--- src/rtl/debounce_core.sv ---
//-----------------------------------------------------------------------------
// debounce_core
//
// Turns one raw asynchronous level (push-button, switch) into a clean,
// registered level. The raw input is brought into the clk domain through a
// two-flop synchroniser. The output only takes on a new level once the
// synchronised input has disagreed with it for N consecutive enabled clock
// edges, where N = DEBOUNCE_TIMER_ns / CLK_PERIOD_ns (at least 1).
//
// Ports
//   clk     in   system clock, rising edge
//   resetn  in   asynchronous active-low reset
//   enable  in   counting enable; while low the count is held at zero and
//                sig_o is frozen
//   sig_i   in   raw asynchronous input
//   sig_o   out  debounced level (registered, reset 0)
//   rise_o  out  one-cycle pulse in the cycle sig_o goes 0->1 (optional)
//   fall_o  out  one-cycle pulse in the cycle sig_o goes 1->0 (optional)
//
// Build option
//   DEBOUNCE_EDGE_PULSE_EN  when defined, adds rise_o/fall_o and their
//                           registers. When undefined, those ports do not
//                           exist and sig_o behaves identically.
//-----------------------------------------------------------------------------
`timescale 1ns/1ps

module debounce_core #(
  parameter int CLK_PERIOD_ns     = 20,
  parameter int DEBOUNCE_TIMER_ns = 10_000_000
) (
  input  logic clk,
  input  logic resetn,
  input  logic enable,
  input  logic sig_i,
`ifdef DEBOUNCE_EDGE_PULSE_EN
  output logic rise_o,
  output logic fall_o,
`endif
  output logic sig_o
);

  // Required number of consecutive disagreeing samples; a timer shorter than
  // one clock period still needs one sample.
  localparam int N_RAW = DEBOUNCE_TIMER_ns / CLK_PERIOD_ns;
  localparam int N     = (N_RAW < 1) ? 1 : N_RAW;
  localparam int CW    = $clog2(N + 1);

  localparam logic [CW-1:0] CNT_LAST = CW'(N - 1);

  // The count never goes past CNT_LAST: reaching it commits the new level and
  // clears the count in the same edge, so there is no wrap-around to guard.
  function automatic logic [CW-1:0] cnt_step(input logic [CW-1:0] value);
    cnt_step = (value == CNT_LAST) ? '0 : value + CW'(1);
  endfunction

  logic          sync_p0;
  logic          sync_p1;
  logic [CW-1:0] cnt;
  logic          differ;
  logic          commit;

  // Stage p0/p1: two-flop synchroniser, runs every edge regardless of enable.
  always_ff @(posedge clk or negedge resetn) begin
    if (!resetn) begin
      sync_p0 <= 1'b0;
      sync_p1 <= 1'b0;
    end else begin
      sync_p0 <= sig_i;
      sync_p1 <= sync_p0;
    end
  end

  assign differ = enable && (sync_p1 != sig_o);
  assign commit = differ && (cnt == CNT_LAST);

  // Stability counter and output register. Any sample that agrees with the
  // current output (a glitch back to the old level) or a low enable restarts
  // the timing from zero.
  always_ff @(posedge clk or negedge resetn) begin
    if (!resetn) begin
      cnt   <= '0;
      sig_o <= 1'b0;
    end else if (!differ) begin
      cnt   <= '0;
    end else begin
      cnt   <= cnt_step(cnt);
      if (commit) begin
        sig_o <= sync_p1;
      end
    end
  end

`ifdef DEBOUNCE_EDGE_PULSE_EN
  // Pulses are registered from the same commit condition as sig_o, so they
  // are high exactly in the cycle where sig_o shows its new level.
  always_ff @(posedge clk or negedge resetn) begin
    if (!resetn) begin
      rise_o <= 1'b0;
      fall_o <= 1'b0;
    end else begin
      rise_o <= commit && sync_p1;
      fall_o <= commit && !sync_p1;
    end
  end
`endif

endmodule

--- config.mk ---
export PLATFORM = sky130hd
export DESIGN_NAME = debounce_core
export DESIGN_NICKNAME = d
export VERILOG_FILES = /design/src/rtl/debounce_core.sv
export SDC_FILE = /design/constraint.sdc
export NUM_CORES = 1
export LEC_CHECK = 0
export BUFFER_PORTS_ARGS = -buffer_cell sky130_fd_sc_hd__buf_2
export CORE_UTILIZATION = 45
export CTS_BUF_LIST = sky130_fd_sc_hd__clkbuf_16
export CTS_CLUSTER_SIZE = 16
export DETAILED_ROUTE_END_ITERATION = 7
export PLACE_DENSITY = 0.64
export SYNTH_ARGS = -nofsm -noshare
export SYNTH_HDL_FRONTEND = slang
export SYNTH_SLANG_ARGS = --single-unit
--- constraint.sdc ---
create_clock -name clk -period 2.04 [get_ports clk]
set_input_delay 0.408 -clock clk [delete_from_list [all_inputs] [get_ports clk]]
set_output_delay 0.408 -clock clk [all_outputs]
set_load 0.005 [all_outputs]
After elaboration in Yosys (flattened, before gate mapping):

Cells that the tools add are included.

* flip-flop bits (word level): 22
* latch bits: 0
* memory bits (writable): 0
* bits in read-only memories: 0
* bits of input ports: 4
* output and inout bits: 1
* word-level logic and storage cells: 12
* memories kept: 0

* $add $sub $neg: 1
* multiply operators: 0
* divide/modulo/power cells: 0
* $lt $le $gt $ge: 0
* equality and inequality tests: 2
* shifts and indexed selects: 0
* mux-type cells: 2
* bitwise logic cells: 0
* reduce and logical (&&, ||, !) cells: 3

Operators by type and width (count)
* $mux W19: 2
* $add A19 B1 Y19 const B: 1
* $eq A19 B19 Y1 const B: 1
* $logic_and A1 B1 Y1: 2
* $reduce_and A2 Y1: 1
* $ne A1 B1 Y1: 1

Longest topological paths before layout:

* word-level depth: 4
* depth in mapped cells: 7

Least setup slack after synthesis:

Ideal clock, no wire load.

* path type: register to register
* start: register cnt[8]
* end: register cnt[17]
* library setup time: 78 ps
* data arrival time: 1773 ps
* required time: 1962 ps
* slack: 189 ps
* cell stages (with the launch flop): 6
* buffers on the path: 1
* period minus slack after synthesis: 1851 ps
* path through: dfrtp_1 nand4_2 or4_1 buf_2 or4_1 a21oi_1

* cells in the longest elaborated chain, start to end: 3
* elaborated cells on any way between the ends: 4
* those cells by class: 1 x add/sub; 1 x eq/ne; 2 x mux

Ends and longest elaborated chain
* from (decl): RTL line 58 `logic [CW-1:0] cnt;`
* from (signal assigned): RTL line 86 `cnt <= cnt_step(cnt);`
* $add A19 B1 Y19 / $eq A19 B19 Y1 (equally long branches): RTL line 53 `cnt_step = (value == CNT_LAST) ? '0 : value + CW'(1);`
* $mux W19 (*): RTL line 53
* $mux W19 (*): RTL line 83 `end else if (!differ) begin`

Every way passes the cells marked *; elsewhere a longest branch is shown, timed or not.
A chain may end at the register's enable or synchronous reset.

Worst setup path after layout:

Ends and elaborated chain as after synthesis.

==> run summary <==
dpl hpwl: 1.367 mm
LEAKAGE: 0.0004938 uW
Chip Width: 50.79 um
# setup viols final: 0
top sig layer: met4
clock buffer depth: 2
Ys Warns: 0
Crit. End Element: register
synthesized instance count: 108
final setup TNS: 0 ps
DR iter-0 viols: 13
CTS tree: built
ranking of synthesized cells by area: dfrtp_1 51%, xnor2_1 5.7%, nor2_1 5.3%, xor2_1 4.9%, nand2_1 3.2%
FP Rows: 17
startpoint type of the worst setup path: register
Avg Vias per Cell: 5.294
fmax: 529.2 MHz
Max VDD drop: 0.0004872 V
nets@finish: 121
filler instances: 197
vias after detailed routing: 757
Die Y-Extent: 50.79 um
Final min period: 1890 ps
top cells by count, synth: 22 x dfrtp_1, 15 x nor2_1, 9 x nand2_1, 7 x xnor2_1, 6 x xor2_1
met3 WL post-DR: 66 um
clock sink count: 22
first-pass GRT wire length: 3.056 mm
Final Util: 55.35%
Routed met1 length: 939 um
Async S/R FF share, synth: 100.0%
Tcrit/Tclk final: 92.63%
root buf cell: clkbuf_16
RSZ-0062 raised after global routing: no
Antenna Nets Post-Route: 0
syn avg cell area: 9.917 um2
vias in the first global route: 668
Starting Density: 47.96%
DRC viols: 0
initial antenna violation count: 0
wire length on met2: 900 um
Ports: 5
max_cap viols: 0
Max transition margin: 67.46%
TritonCTS Buffers: 3
htree depth: 1
status: complete, no violations
mean routed wirelength per cell: 13.54 um
Synth Net Count: 113
layout cells sized above 1: 13.91%
CP Data Required Time: 2230 ps
CTS clk-pin slew, worst paths: 60 ps
Worst R2R Start: cnt[8]
Syn-to-layout area delta: 15.42%
area leader, netlist: dfrtp_1
most common cell in the netlist: dfrtp_1
CP arrival: 2080 ps
WS Path Type: register to register
synth unique cells: 27
Seq/Total Area, Yosys: 51.40%
Post-synth top flop: dfrtp_1
flops & latches, synth: 22
later-pin clock latency in the skew report: 260 ps
largest net degree at the start of global routing: 23
routed wire length: 1.936 mm
Mapped Area: 1071 um2
core area: 2233 um2
Fin. Hold Viols: 0
CP max FO: 8
Setup crit start: cnt[8]
final max-slew violation count: 0
Synth top area share: 51.40%
Inserted Diodes: 0
All-Layer GR Usage: 16.73%
die area: 2579 um2
PwrDens: 822.6 nW/um2
grt ovf: 0
Hold Path Class: input pin to asynchronous set/reset pin
Post-synth EDFFs: 0
IO Port Bufs: 4
Tightest Pin Transition: 488.1 ps
worst clock skew: 7.434 ps
DR pass1 iterations: 4
Routability Congestion: 0.7266
==> worst max-delay path: stages (launching register included) <==
cell	delay, ps
dfrtp_1	440
nand4_2	160
or4_4	580
or4_1	490
a21oi_1	150
==> layout by cell type (no fill, tap or decap), drive strengths merged <==
cell     n
dfrtp   22
nor2    15
nand2    9
xnor2    7
xor2     6
nand3    6
buf      6
a21oi    5
inv      4
nor4     4
nor3     3
o21ai    3
or3      3
clkbuf   3
or4      3
nand4    3
o31ai    2
and4     2
or2      2
and3     1
and2     1
or4b     1
a21o     1
mux2     1
ha       1
bufinv   1
==> stage by stage <==
stage | setup slack, ps | cells | hold WS [ps] | power [uW] | instance area (um2)
after floorplan | 189.3 | 108 | 112.4 | 459.8 | 1071
after global placement | 145.8 | 139 | 332.0 | 474.1 | 1127
after detailed placement | 87.29 | 139 | 337.3 | 474.6 | 1127
after CTS | 82.97 | 143 | 125.1 | 1027 | 1232
after global routing | 58.57 | 143 | 149.3 | 1049 | 1236
final | 150.3 | 143 | 108.2 | 1017 | 1236
==> where the power goes <==
part           total, uW  switching, uW  leakage, uW  internal, uW
registers            442           2.29     0.000302           440
logic               23.2           17.2     0.000141          5.98
clock network        551            161    0.0000511           390
total               1020            181     0.000494           836
==> metal layers <==
metal	up-vias	GRT usage, %
li1	389	-
met1	353	22.41
met2	13	24.67
met3	2	3.636
met4	0	9.722
met5	-	0
==> final timing paths <==
check	to	slack [ps]	depth (start not counted)
worst max-delay path	cnt[17]	150	4
worst min-delay path	cnt[1]	110	1
worst max register to register	cnt[17]	150	4
worst min register to register	sync_p1	350	0
max in group asynchronous	cnt[11]	1600	1
min in group clk	sync_p0	250	1
==> cell families after synthesis <==
| family | share of synthesized area, % |
|---|---|
| mux | 1.051 |
| flops | 51.40 |
| compound gates | 5.840 |
| simple gates | 27.22 |
| fa+ha+maj | 1.168 |
| xor+xnor | 10.63 |
| buf+inv | 2.686 |
==> flip-flops by register name, indices dropped and copies added (netlist names) <==
name     count
cnt         19
sig_o        1
sync_p0      1
sync_p1      1
==> cell type report <==
type | count | area [um2] | share of cell area [%]
well taps | 28 | 35.03 | 2.834
clock buffers | 3 | 75.07 | 6.073
inverters | 4 | 15.01 | 1.215
clock inverters | 1 | 30.03 | 2.429
flip-flops and latches | 22 | 550.5 | 44.53
repair buffers | 6 | 35.03 | 2.834
multi-input cells | 79 | 495.5 | 40.08
==> repair_timing <==
| action | in CTS | in global routing |
|---|---|---|
| hold buffers | 0 | 0 |
| gates resized for setup | 0 | 1 |
| buffers inserted | 0 | 0 |
| endpoints found under the setup margin | 0 | 1 |
(Power assumes the default switching activity.)
